$ cat config.mk
export PLATFORM = sky130hd
export DESIGN_NAME = rop_req_serializer
export DESIGN_NICKNAME = d
export VERILOG_FILES = /design/src/rtl/rop_req_serializer.sv
export SDC_FILE = /design/constraint.sdc
export NUM_CORES = 1
export LEC_CHECK = 0
export BUFFER_PORTS_ARGS = -buffer_cell sky130_fd_sc_hd__buf_2
export CAP_MARGIN = 10
export CORE_ASPECT_RATIO = 0.75
export CORE_MARGIN = 2
export CORE_UTILIZATION = 35
export CTS_CLUSTER_SIZE = 14
export DETAILED_ROUTE_END_ITERATION = 12
export SYNTH_ARGS = -nofsm -noshare
export SYNTH_HDL_FRONTEND = slang
export SYNTH_SLANG_ARGS = --single-unit
$ cat constraint.sdc
create_clock -name clk -period 1.9 [get_ports clk]
set_input_delay 0.38 -clock clk [delete_from_list [all_inputs] [get_ports clk]]
set_output_delay 0.38 -clock clk [all_outputs]
set_load 0.02 [all_outputs]
$ cat src/rtl/rop_req_serializer.sv
`timescale 1ns/1ps
// ---------------------------------------------------------------------------
// rop_req_serializer
//   Responder end of the ROP request interface. Accepts one warp-wide request
//   (uuid, lane mask, per-lane position/color/depth/face) and emits one
//   fragment per active lane, lowest lane index first, one per handshake.
//
// Ports
//   clk, reset            clock; asynchronous active-low reset
//   req_valid/req_ready   request handshake (req_ready combinational from
//                         frag_ready, never from req_valid)
//   req_uuid, req_mask    instruction uuid, active-lane mask
//   req_pos_x/_y, req_color, req_depth, req_face
//                         per-lane data, lane i at [i*W +: W]
//   frag_valid/frag_ready fragment handshake
//   frag_uuid, frag_lane, frag_pos_x/_y, frag_color, frag_depth, frag_face
//                         registered fragment payload
//   frag_last             last fragment of its request
//   busy                  request captured, fragments pending
// ---------------------------------------------------------------------------
module rop_req_serializer #(
   parameter int NUM_LANES  = 4,
   parameter int DIM_BITS   = 11,
   parameter int DEPTH_BITS = 24,
   parameter int UUID_WIDTH = 1,
   parameter int LANE_BITS  = (NUM_LANES > 1) ? $clog2(NUM_LANES) : 1
) (
   input  logic                             clk,
   input  logic                             reset,
   input  logic                             req_valid,
   output logic                             req_ready,
   input  logic [UUID_WIDTH-1:0]            req_uuid,
   input  logic [NUM_LANES-1:0]             req_mask,
   input  logic [NUM_LANES*DIM_BITS-1:0]    req_pos_x,
   input  logic [NUM_LANES*DIM_BITS-1:0]    req_pos_y,
   input  logic [NUM_LANES*32-1:0]          req_color,
   input  logic [NUM_LANES*DEPTH_BITS-1:0]  req_depth,
   input  logic [NUM_LANES-1:0]             req_face,
   output logic                             frag_valid,
   input  logic                             frag_ready,
   output logic [UUID_WIDTH-1:0]            frag_uuid,
   output logic [LANE_BITS-1:0]             frag_lane,
   output logic [DIM_BITS-1:0]              frag_pos_x,
   output logic [DIM_BITS-1:0]              frag_pos_y,
   output logic [31:0]                      frag_color,
   output logic [DEPTH_BITS-1:0]            frag_depth,
   output logic                             frag_face,
   output logic                             frag_last,
   output logic                             busy
);

   typedef enum logic {ST_IDLE = 1'b0, ST_DRAIN = 1'b1} state_t;

   state_t                          r_state;
   logic [NUM_LANES-1:0]            r_pending;
   logic [UUID_WIDTH-1:0]           r_uuid;
   logic [NUM_LANES*DIM_BITS-1:0]   r_pos_x;
   logic [NUM_LANES*DIM_BITS-1:0]   r_pos_y;
   logic [NUM_LANES*32-1:0]         r_color;
   logic [NUM_LANES*DEPTH_BITS-1:0] r_depth;
   logic [NUM_LANES-1:0]            r_face;

   logic                            r_frag_valid;
   logic                            r_frag_last;
   logic [UUID_WIDTH-1:0]           r_frag_uuid;
   logic [LANE_BITS-1:0]            r_frag_lane;
   logic [DIM_BITS-1:0]             r_frag_pos_x;
   logic [DIM_BITS-1:0]             r_frag_pos_y;
   logic [31:0]                     r_frag_color;
   logic [DEPTH_BITS-1:0]           r_frag_depth;
   logic                            r_frag_face;

   logic                            w_fire;
   logic                            w_accept;
   logic [NUM_LANES-1:0]            w_lane_onehot;
   logic [NUM_LANES-1:0]            w_pend_after;
   logic [NUM_LANES-1:0]            w_pend_next;
   logic                            w_pend_any;
   logic                            w_next_last;
   logic [LANE_BITS-1:0]            w_next_lane;

   // Data source for the next fragment: a request accepted this cycle
   // supplies its own lanes directly so the first fragment has 1-cycle latency.
   logic [UUID_WIDTH-1:0]           w_src_uuid;
   logic [NUM_LANES*DIM_BITS-1:0]   w_src_pos_x;
   logic [NUM_LANES*DIM_BITS-1:0]   w_src_pos_y;
   logic [NUM_LANES*32-1:0]         w_src_color;
   logic [NUM_LANES*DEPTH_BITS-1:0] w_src_depth;
   logic [NUM_LANES-1:0]            w_src_face;

   logic [DIM_BITS-1:0]             w_x_arr     [NUM_LANES];
   logic [DIM_BITS-1:0]             w_y_arr     [NUM_LANES];
   logic [31:0]                     w_color_arr [NUM_LANES];
   logic [DEPTH_BITS-1:0]           w_depth_arr [NUM_LANES];

   assign w_fire   = r_frag_valid && frag_ready;
   // A new request may enter while the final fragment of the current one
   // leaves, which keeps back-to-back requests bubble-free.
   assign req_ready = (r_state == ST_IDLE) || (w_fire && r_frag_last);
   assign w_accept  = req_valid && req_ready;

   genvar gi;
   generate
      for (gi = 0; gi < NUM_LANES; gi++) begin : g_lane
         assign w_lane_onehot[gi] = (r_frag_lane == LANE_BITS'(gi));
         assign w_x_arr[gi]       = w_src_pos_x[gi*DIM_BITS +: DIM_BITS];
         assign w_y_arr[gi]       = w_src_pos_y[gi*DIM_BITS +: DIM_BITS];
         assign w_color_arr[gi]   = w_src_color[gi*32 +: 32];
         assign w_depth_arr[gi]   = w_src_depth[gi*DEPTH_BITS +: DEPTH_BITS];
      end
   endgenerate

   assign w_pend_after = w_fire ? (r_pending & ~w_lane_onehot) : r_pending;
   // Accept only happens when w_pend_after is empty, so overwriting is safe.
   assign w_pend_next  = w_accept ? req_mask : w_pend_after;
   assign w_pend_any   = (w_pend_next != '0);
   // Exactly one bit set: clearing the lowest set bit leaves nothing.
   assign w_next_last  = w_pend_any &&
                         ((w_pend_next & (w_pend_next - NUM_LANES'(1))) == '0);

   assign w_src_uuid  = w_accept ? req_uuid  : r_uuid;
   assign w_src_pos_x = w_accept ? req_pos_x : r_pos_x;
   assign w_src_pos_y = w_accept ? req_pos_y : r_pos_y;
   assign w_src_color = w_accept ? req_color : r_color;
   assign w_src_depth = w_accept ? req_depth : r_depth;
   assign w_src_face  = w_accept ? req_face  : r_face;

   // Lowest pending lane wins; scanning downward lets the lowest overwrite.
   always_comb begin
      w_next_lane = '0;
      for (int i = NUM_LANES - 1; i >= 0; i--) begin
         if (w_pend_next[i]) begin
            w_next_lane = LANE_BITS'(i);
         end
      end
   end

   always_ff @(posedge clk or negedge reset) begin
      if (!reset) begin
         r_state      <= ST_IDLE;
         r_pending    <= '0;
         r_uuid       <= '0;
         r_pos_x      <= '0;
         r_pos_y      <= '0;
         r_color      <= '0;
         r_depth      <= '0;
         r_face       <= '0;
         r_frag_valid <= 1'b0;
         r_frag_last  <= 1'b0;
         r_frag_uuid  <= '0;
         r_frag_lane  <= '0;
         r_frag_pos_x <= '0;
         r_frag_pos_y <= '0;
         r_frag_color <= '0;
         r_frag_depth <= '0;
         r_frag_face  <= 1'b0;
      end else begin
         if (w_accept) begin
            r_uuid  <= req_uuid;
            r_pos_x <= req_pos_x;
            r_pos_y <= req_pos_y;
            r_color <= req_color;
            r_depth <= req_depth;
            r_face  <= req_face;
         end
         r_pending    <= w_pend_next;
         r_state      <= w_pend_any ? ST_DRAIN : ST_IDLE;
         r_frag_valid <= w_pend_any;
         r_frag_last  <= w_next_last;
         // Under back-pressure w_pend_next equals r_pending and no request is
         // accepted, so the reload below reproduces the held payload.
         if (w_pend_any) begin
            r_frag_uuid  <= w_src_uuid;
            r_frag_lane  <= w_next_lane;
            r_frag_pos_x <= w_x_arr[w_next_lane];
            r_frag_pos_y <= w_y_arr[w_next_lane];
            r_frag_color <= w_color_arr[w_next_lane];
            r_frag_depth <= w_depth_arr[w_next_lane];
            r_frag_face  <= w_src_face[w_next_lane];
         end
      end
   end

   assign frag_valid = r_frag_valid;
   assign frag_last  = r_frag_last;
   assign frag_uuid  = r_frag_uuid;
   assign frag_lane  = r_frag_lane;
   assign frag_pos_x = r_frag_pos_x;
   assign frag_pos_y = r_frag_pos_y;
   assign frag_color = r_frag_color;
   assign frag_depth = r_frag_depth;
   assign frag_face  = r_frag_face;
   assign busy       = (r_state == ST_DRAIN);

endmodule

Word level (Yosys, flattened, before mapping)
Cells that the tools add are included.

Add/subtract/negate cells: 1. $lt $le $gt $ge: 2. Equality and inequality tests: 3. Muxes and demuxes: 27. Bitwise operators: 5. Reductions and logical operators: 8.

Operator list (number): 128-bit 2-to-1 mux (1); 96-bit 2-to-1 mux (1); 44-bit 2-to-1 mux (2); 32-bit binary-select mux with 2-bit select (1); 32-bit 2-to-1 mux (2); 24-bit binary-select mux with 2-bit select (1); 24-bit 2-to-1 mux (2); 11-bit binary-select mux with 2-bit select (2); 11-bit 2-to-1 mux (4); 4-bit 2-to-1 mux (3); 4-bit bitwise AND (2); 2-bit 2-to-1 mux (4); 2-bit equality test (second input constant) (2); 1-bit logical AND (4); 4-bit logical NOT (1); 4-bit inverter (1); 4-bit nonzero test (1); 4-bit by 1-bit subtractor with 4-bit output (second input constant) (1); 3-bit greater-or-equal comparator (second input constant) (1); 2-bit by 3-bit < comparator with 1-bit output (second input constant) (1); 1-bit 2-to-1 mux (3); 2-bit inverter with 3-bit output (1); 1-bit binary-select mux with 2-bit select (1); 2-bit by 1-bit equality test with 1-bit output (second input constant) (1); 3 further kinds (3).

Register bits: 406. Input port bits: 325. Output and inout bits: 86. Logic and storage cells: 63.

Longest topological paths before layout
Gate-level depths: netlist of run 1.

Word-level depth: 13. Mapped depth: 9. Depth with buffers taken out: 5.

Worst setup path after synthesis of run 1
Ideal clock, no wire load.

Path type: register to register. Start point: register r_frag_valid, in the netlist frag_valid. End point: register r_frag_color[14], in the netlist frag_color[14]. Library setup time: 0.126 ns. Arrival time: 2.174 ns. Data required time: 1.774 ns. Setup slack: -0.400 ns. Stages on the path, launching flop included: 9. Path buffers: 3. Clock period less this slack: 2.300 ns. Cells stage by stage: dfrtp_1 a21bo_1 buf_4 nand2_1 buf_2 buf_2 mux2i_1 nor3_1 o32a_1.

Word-level cells in the longest chain between the ends: 13. Elaborated cells between the ends (all ways): 16. Those cells by class: mux (10); bitwise (1); reduce/logical (5).

RTL lines: from (decl) (line 63) `logic r_frag_valid;`; from (signal assigned) (line 168) `r_frag_valid <= w_pend_any;`; 1-bit logical AND * (line 96) `assign w_fire = r_frag_valid && frag_ready;`; 1-bit logical AND * (line 99) `assign req_ready = (r_state == ST_IDLE) || (w_fire && r_frag_last);`; 1-bit logical OR * (line 99); via req_ready (line 31) `output logic req_ready,`; 1-bit logical AND * (line 100) `assign w_accept = req_valid && req_ready;`; 4-bit 2-to-1 mux (line 115) `assign w_pend_next = w_accept ? req_mask : w_pend_after;`; 2-bit 2-to-1 mux (4 in series) (line 132) `if (w_pend_next[i]) begin`; 2-bit inverter with 3-bit output (not written as such) (line 177) `r_frag_color <= w_color_arr[w_next_lane];`; 32-bit binary-select mux with 2-bit select (line 177); 32-bit 2-to-1 mux (not written as such) (2 in series) (line 177); to (signal assigned) (line 177); to (decl) (line 69) `logic [31:0] r_frag_color;`.

The timed path passes the listed nets; every way through them passes the cells marked *. The select of a mux whose other input is x is not followed. A chain may end at the register's enable or synchronous reset.

Worst setup path in the final report of run 1
Start point: register r_frag_lane[1], in the netlist frag_lane[1]. End point: register r_frag_color[20], in the netlist frag_color[20].

Word-level cells in the longest chain between the ends: 13. Elaborated cells between the ends (all ways): 17. Those cells by class: eq/ne (3); mux (9); bitwise (3); reduce/logical (2).

RTL lines: from (decl) (line 66) `logic [LANE_BITS-1:0] r_frag_lane;`; from (signal assigned) (line 174) `r_frag_lane <= w_next_lane;`; 2-bit equality test (line 105) `assign w_lane_onehot[gi] = (r_frag_lane == LANE_BITS'(gi));`; 4-bit inverter * (line 113) `assign w_pend_after = w_fire ? (r_pending & ~w_lane_onehot) : r_pending;`; 4-bit bitwise AND * (line 113); 4-bit 2-to-1 mux * (line 113); 4-bit 2-to-1 mux * (line 115); 2-bit 2-to-1 mux (4 in series) (line 132); 2-bit inverter with 3-bit output (not written as such) (line 177); 32-bit binary-select mux with 2-bit select (line 177); 32-bit 2-to-1 mux (not written as such) (2 in series) (line 177).

Every way passes the cells marked *; elsewhere a longest branch is shown, timed or not. The select of a mux whose other input is x is not followed.

==> results of run 1 <==
==> state kept, by name, summed over array words and instances (netlist names) <==
register	cells
r_pending	4
frag_uuid	1
frag_pos_y	11
r_pos_x	44
frag_face	1
r_uuid	1
frag_depth	24
r_depth	96
frag_pos_x	11
frag_lane	2
r_pos_y	44
frag_last	1
r_color	128
frag_color	32
frag_valid	1
r_face	4
==> synthesized netlist by cell type, types with 9 or more instances <==
cell type,n
a21oi_1,9
o32a_1,74
a221oi_1,74
a32o_1,74
dfrtp_1,405
inv_1,82
mux2i_1,227
nor2_1,12
clkbuf_1,85
buf_2,64
nand2_1,726
nor3_1,77
==> worst reg2reg max path: stages (launching register included) <==
cell and delay [ns]:
dfrtp_2 0.44, nand3b_1 0.22, o21a_2 0.26, a211oi_4 0.22
buf_6 0.16, buf_12 0.18, clkbuf_16 0.22, nor3_1 0.07
o32a_1 0.35
==> final cells by class <==
cell class | count | area [sq um]
fill | 4945 | 27200
clock buffer | 71 | 1350
timing repair buffer | 687 | 5590
tap | 722 | 903
multi-input combinational | 1336 | 8780
antenna | 11 | 27.5
clock inverter | 9 | 80.1
sequential | 405 | 10100
inverter | 82 | 308
==> worst paths after layout <==
kind	endpoint	depth (start not counted)	startpoint	slack, ns
worst max-delay path	frag_color[20]	8	frag_lane[1]	-0.33
worst min-delay path	r_color[67]	3	req_color[67]	0.03
worst max register to register	frag_color[20]	8	frag_lane[1]	-0.33
worst min register to register	r_color[45]	2	r_color[45]	0.47
max in group asynchronous	r_depth[45]	3	reset	0.84
min in group asynchronous	r_depth[3]	2	reset	0.29
==> through the flow <==
stage	util, %	setup TNS, ns	hold slack, ns
3_3_place_gp	43.2	-41.33	0.285
5_1_grt	50.0	-25.10	0.00643
6_report	50.0	-20.19	0.0326
4_1_cts	47.6	-24.63	0.000183
3_5_place_dp	43.2	-50.61	0.286
2_1_floorplan	-	-18.99	0.0844
==> report_power, final <==
part	total [mW]	internal, mW	switching (mW)
clock network	8.65	4.99	3.66
logic	27.9	13.1	14.8
registers	15.5	13.0	2.44
total	52.0	31.1	20.9
==> per-layer routing <==
layer | GRT usage (%) | share of wire [%]
met5 | 0 | 0.011
met4 | 6.33 | 2.0
met3 | 4.66 | 8.8
met2 | 37.5 | 46
met1 | 34.0 | 44
==> kinds of logic (layout without fill, tap and decap cells) <==
| logic type | after synthesis | in the layout | synth area share (%) |
|---|---|---|---|
| AND/OR/NAND/NOR | 829 | 829 | 16.9 |
| flip-flops | 405 | 405 | 52.7 |
| AO/OA/AOI/OAI | 270 | 272 | 12.9 |
| buffers and inverters | 242 | 849 | 5.27 |
| multiplexers | 235 | 235 | 12.3 |
| other | 0 | 11 | 0 |
==> what timing repair did <==
action | in CTS | in global routing
gates resized for setup | 35 | 120
pin swaps | 8 | 40
endpoints found under the setup margin | 209 | 211
hold buffers | 48 | 0
cloned | 8 | 25
buffers inserted | 13 | 11
hold endpoints to repair | 93 | 0
==> results.cfg, run 1 <==
[outcome]
status = finished with violations
violations = negative setup slack

[pwr]
irDropWorstVdd_uv = 1070
power_mw = 52.0
p_leak_nw = 14.1
power.density_nw_per_um2 = 1910

[sta]
rsz0062_at_grt = yes
clock-skew-final_ns = 0.0107
worst_slack_ns = -0.334
clock.fmax_mhz = 448
hold_viol_final = 0
fin_crit_ns = 2.23
setup_violations = 82
slew_headroom_pct = 62.5
tightest_slew_ns = 0.563
finalCritPeriodShare_pct = 118
drv_slew = 0

[worst_setup_path]
cp_slowest_stage_delay_ns = 0.44
path_class = reg -> reg
cp_cell_sequence = nand3b_1 > o21a_2 > a211oi_4 > buf_6 > buf_12 > clkbuf_16 > nor3_1 > o32a_1
cp.arrival_ns = 2.69
critPathRequiredTime_ns = 2.35
critPathTopFamily = compound AO/OA/AOI/OAI gates
critPathSlowestCell = dfrtp_2
path_buf_inv = 3
endpoint_kind = register
critPathLaunchType = register
path_max_fanout = 6

[layout]
layout-drive-gt1-share_pct = 31.6
final_cell_mix = nand2_1, buf_2, dfrtp_1, mux2i_1, buf_4
areaGrowthSynthToFinish_pct = 41.3
final_cells = 3323
design_area_sq_um = 27200
final_common_cell = nand2_1
layout.nets = 2882

[die]
coreArea_sq_um = 54300
io_pins = 411
row_count = 74
die_w_um = 275
fp.dieH_um = 207
start_util_pct = 35.4
die_area_sq_um = 56900

[placement]
placed_cell_area_sq_um = 23500
dp_worst_setup_slack_ns = -0.473
gp_congestion = 0.887
io_buffers = 410
dp_cells = 3128
dpl.hpwl_um = 45600

[global_routing]
grt_pass1_wl_um = 106000
grt_start_max_net_pins = 85
grt.total_usage_pct = 24.0
grt.overflow.total = 0
antenna_found_initial = 14
grt_pass1_vias = 18000

[logic_synthesis]
syn_area_sq_um = 19200
avgSynthCellArea_sq_um = 9.71
synth_ff_type = dfrtp_1
synthTopCellsByArea = dfrtp_1, nand2_1, mux2i_1
syn_inst = 1981
synthesis.nets = 2306
synth.yosys.warnings = 0
async_flop_share_pct = 100
yosysUniqueCellTypes = 41
yosysTopAreaCellShare_pct = 52.7
yosysSeqAreaShare_pct = 52.7
synth.ff_latch_count = 405
synth_area_leader_cell = dfrtp_1
synth_edf_count = 0

[clock_tree]
cts_htree_levels = 2
clock_latency_ns = 0.57
cts_tree = done
cts-root-buf = clkbuf_16
clock-sinks = 405
clkSlewWorstSetupHoldPaths_ns = 0.07
clock_path_buffers = 3
cts-buffers-inserted = 45

[job]
drv_cap = 0

[detailed_routing]
ant_nets = 0
drc = 0
wl_per_cell_um = 22.7
routed_wl_um = 75500
drt-pass1-iter-count = 7
via_count = 18200
drt_iter0_drc = 1894
viasPerCell = 5.47

[worst_hold_path]
min_path_type = in -> reg
No activity file was read; power rests on OpenSTA's default activity.
==> inputs of run 2 (changes only) <==
- clock period: 1.9 -> 2.4 ns (I/O delays scaled with it)
==> results.cfg, run 2 (synthesis results as in run 1) <==
[global_routing]
grt_start_max_net_pins = 172
grt_pass1_wl_um = 101000
grt.overflow.total = 0
antenna_found_initial = 12
grt.total_usage_pct = 22.7
grt_pass1_vias = 16900

[die]
coreArea_sq_um = 54300
io_pins = 411
start_util_pct = 35.4
row_count = 74
die_w_um = 275
fp.dieH_um = 207
die_area_sq_um = 56900

[worst_setup_path]
path_max_fanout = 15
critPathSlowestCell = dfrtp_1
worst_r2r_endpoint = frag_depth[7]
path_buf_inv = 2
cp_cell_sequence = a21bo_1 > buf_4 > and3b_1 > a21o_4 > buf_4 > a221oi_1 > o32a_1
critPathLaunchType = register
critPathTopFamily = compound AO/OA/AOI/OAI gates
critPathRequiredTime_ns = 2.90
crit_start = frag_valid
cp_slowest_stage_delay_ns = 0.45
regToRegSetupSlack_ns = 0.08
cp.arrival_ns = 2.82
path_common_cell = buf_4
worstRegToRegCells = 7
r2r-start = frag_valid
endpoint_kind = register
path_class = reg -> reg

[clock_tree]
clock-sinks = 405
cts_htree_levels = 2
cts_tree = done
clock_path_buffers = 3
clkSlewWorstSetupHoldPaths_ns = 0.06
clock_latency_ns = 0.56
cts-root-buf = clkbuf_16
cts-buffers-inserted = 45

[detailed_routing]
drt_iter0_drc = 1435
drc = 0
wl_per_cell_um = 21.1
via_count = 16900
routed_wl_um = 66000
ant_nets = 0
drt-pass1-iter-count = 6
viasPerCell = 5.40

[outcome]
status = finished, final reports clean

[layout]
largest_reg_flops = 128
final_cell_mix = nand2_1, buf_2, dfrtp_1, mux2i_1, inv_1
final_cells = 3124
reg_top3 = r_color: 128 flops, r_depth: 96 flops
max_flop_register = r_color
final_common_cell = nand2_1
design_area_sq_um = 24200
areaGrowthSynthToFinish_pct = 25.9
layout-drive-gt1-share_pct = 24.4
layout.nets = 2688

[sta]
clock.fmax_mhz = 431
hold_ws_ns = 0.119
setup_violations = 0
clock-skew-final_ns = 0.00876
hold_viol_final = 0
slew_headroom_pct = 38.6
rsz0062_at_grt = no
tightest_slew_ns = 0.921
drv_slew = 0
finalCritPeriodShare_pct = 96.7
fin_crit_ns = 2.32

[job]
drv_cap = 0

[worst_hold_path]
hold_start = req_depth[80]
min_path_type = in -> reg
worstHoldEndpoint = r_depth[80]
hold_depth = 3

[placement]
dpl.hpwl_um = 43500
placed_cell_area_sq_um = 22600
gp_congestion = 0.811
dp_cells = 3032
io_buffers = 410

[pwr]
power.density_nw_per_um2 = 1470
p_leak_nw = 12.9
irDropWorstVdd_uv = 798
run 2: cell count changes in the layout (fill, tap and decap cells not counted), sizes merged:
| cell | delta |
|---|---|
| dlygate4sd3 | -47 |
| clkbuf | -24 |
| buf | -127 |
| o31a | -1 |
| diode | -3 |
| bufbuf | -1 |
| clkinvlp | -1 |
| bufinv | +6 |
| a21o | -1 |
run 2: worst reg2reg max path, cell delays in order, from the launching register on:
cell      delay [ns]
dfrtp_1         0.45
a21bo_1         0.32
buf_4           0.18
and3b_1         0.20
a21o_4          0.28
buf_4           0.25
a221oi_1        0.37
o32a_1          0.21
run 2: worst max path at each step:
stage                     depth (start not counted)  slack [ns]        endpoint
after floorplan                                   8        0.10  frag_color[14]
after CTS                                         7        0.03  frag_color[15]
after detailed placement                          8       -0.03       frag_face
after global placement                            8       -0.05       frag_face
after global routing                              7       0.001  frag_color[14]
final                                             7        0.08   frag_depth[7]
run 2: repair_timing:
| action | CTS | global route |
|---|---|---|
| gates resized for setup | 0 | 7 |
| hold buffers | 1 | 0 |
| endpoints found under the hold margin | 40 | 0 |
| setup buffers | 0 | 4 |
| setup endpoints to repair | 0 | 21 |
run 2: metal layers:
metal  vias up  share of wire (%)  track usage [%]
met5         -               0.10                0
met4        10                2.0             5.34
met3       109                7.6             4.32
met2       693                 45             35.0
met1      8429                 45             32.9
li1       7641                  -                -
run 2: layout make-up:
type,count,area (sq um)
Sequential cell,405,10100
Fill cell,5106,30100
Timing Repair Buffer,495,3120
Clock inverter,14,256
Inverter,82,308
Tap cell,722,903
Clock buffer,64,1300
Antenna cell,8,20.0
Multi-Input combinational cell,1334,8180
run 2: per-stage QoR:
stage	worst slack [ns]	setup TNS [ns]	power (mW)	utilization, %
floorplan	0.100	0	22.3	-
global placement	-0.0549	-0.0892	27.5	41.5
detailed placement	-0.0290	-0.0347	28.0	41.5
CTS	0.0339	0	35.5	44.4
global route	0.00149	0	37.8	44.6
finish	0.0786	0	35.6	44.6
run 2: where the power goes:
part,switching (mW),leakage [nW],internal (mW)
Clock,2.86,0.763,4.51
Combinational,9.47,7.21,6.66
Sequential,1.78,4.90,10.3
Total,14.1,12.9,21.5
==> inputs of run 3 (changes only) <==
- CELL_PAD_IN_SITES_DETAIL_PLACEMENT: not set -> 1
- CELL_PAD_IN_SITES_GLOBAL_PLACEMENT: not set -> 2
- CORE_ASPECT_RATIO: 0.75 -> not set
- CORE_UTILIZATION: 35 -> 34
- PLACE_DENSITY_LB_ADDON: not set -> 0.1
==> results.cfg, run 3 (synthesis results as in run 1) <==
[detailed_routing]
viasPerCell = 5.24
via_count = 16700
drt_iter0_drc = 863
routed_wl_um = 72100
drt-pass1-iter-count = 4
drc = 0
ant_nets = 0
wl_per_cell_um = 22.7

[placement]
dp_cells = 3081
dpl.hpwl_um = 48300
gp_congestion = 0.817
io_buffers = 410

[worst_setup_path]
critPathRequiredTime_ns = 2.92
path_max_fanout = 27
worstRegToRegCells = 7
worst_r2r_endpoint = frag_depth[6]
crit_start = frag_lane[0]
cp.arrival_ns = 2.75
path_class = reg -> reg
r2r-start = frag_lane[0]
critPathLaunchType = register
crit_end = frag_depth[6]
endpoint_kind = register
regToRegSetupSlack_ns = 0.17

[pwr]
irDropWorstVdd_uv = 888
power.density_nw_per_um2 = 1460
p_leak_nw = 13.0

[layout]
reg_top3 = r_color: 128 flops, r_depth: 96 flops
layout-drive-gt1-share_pct = 24.9
areaGrowthSynthToFinish_pct = 27.3
finish.utilization_pct = 43.6
final_cell_mix = nand2_1, buf_2, dfrtp_1, mux2i_1, inv_1
largest_reg_flops = 128
final_cells = 3180
max_flop_register = r_color
final_common_cell = nand2_1
fillers = 6425
layout.nets = 2701

[die]
fp.dieH_um = 242
coreArea_sq_um = 56200
die_w_um = 242
io_pins = 411
start_util_pct = 34.2
row_count = 87
die_area_sq_um = 58500

[clock_tree]
clock_latency_ns = 0.58
cts_htree_levels = 2
cts-buffers-inserted = 48
cts_tree = done
cts-root-buf = clkbuf_16
cts.repair.resized = 0
clkSlewWorstSetupHoldPaths_ns = 0.06
clock-sinks = 405
clock_path_buffers = 3

[sta]
slew_headroom_pct = 43.4
clock-skew-final_ns = 0.0199
hold_ws_ns = 0.105
rsz0062_at_grt = no
hold_viol_final = 0
setup_violations = 0
finalCritPeriodShare_pct = 93.0
drv_slew = 0
fin_crit_ns = 2.23
tightest_slew_ns = 0.849
clock.fmax_mhz = 448
fin_tns_setup_ns = 0

[global_routing]
grt_pass1_vias = 18300
grt.overflow.total = 0
antenna_found_initial = 22
grt.total_usage_pct = 24.4
grt_start_max_net_pins = 88
grt_pass1_wl_um = 111000
grtUsageMet3_pct = 5.21
busiest_layer = met2
grtUsageMet2_pct = 40.4
grt_use_met1_pct = 31.8

[job]
drv_cap = 0

[outcome]
status = finished, final reports clean

[worst_hold_path]
min_path_type = in -> reg
## run 3: worst min path at each step
stage	from	endpoint	slack, ns	cells past startpoint
final	req_depth[59]	r_depth[59]	0.11	3
after global routing	req_depth[83]	r_depth[83]	0.09	3
after CTS	req_depth[59]	r_depth[59]	0.07	3
after detailed placement	r_color[63]	r_color[63]	0.45	2
after global placement	r_face[1]	r_face[1]	0.45	2
after floorplan	reset	frag_color[0]	0.18	0
## run 3: power by group
part | internal, mW | switching, mW
logic | 6.89 | 9.50
clock network | 4.38 | 2.97
registers | 10.3 | 1.82
## run 3: layout make-up
class,instances,area [sq um],share of cell area [%]
tap,756,946,3.86
multi-input combinational,1334,8150,33.3
timing repair buffer,505,3330,13.6
sequential,405,10100,41.4
clock buffer,76,1510,6.16
clock inverter,10,77.6,0.317
antenna,12,30.0,0.123
inverter,82,308,1.26
## run 3: per-stage QoR
step / worst slack, ns / area (sq um) / power, mW
2_1_floorplan: 0.100 / 19200 / 22.3
3_3_place_gp: 0.106 / 22900 / 28.1
3_5_place_dp: 0.0376 / 22900 / 28.8
4_1_cts: 0.131 / 24500 / 36.3
5_1_grt: 0.00154 / 24500 / 38.4
6_report: 0.168 / 24500 / 35.9
## run 3: critical path, cell delays in order, from the launching register on
cell and delay (ns):
dfrtp_1 0.45, mux2_2 0.38, o22ai_1 0.32, buf_4 0.21, nor2_4 0.06, buf_12 0.18
a221oi_1 0.36, o32a_1 0.19
## run 3: routing by layer
layer	up-vias	wire [um]	share of wire (%)
met4	14	1680	2.3
li1	7681	-	-
met2	364	34800	48
met3	103	3780	5.2
met1	8515	31800	44
met5	-	75	0.10
## run 3: timing repair
item,in CTS,in global routing
hold buffers,1,0
endpoints found under the hold margin,46,0
setup buffers,0,0
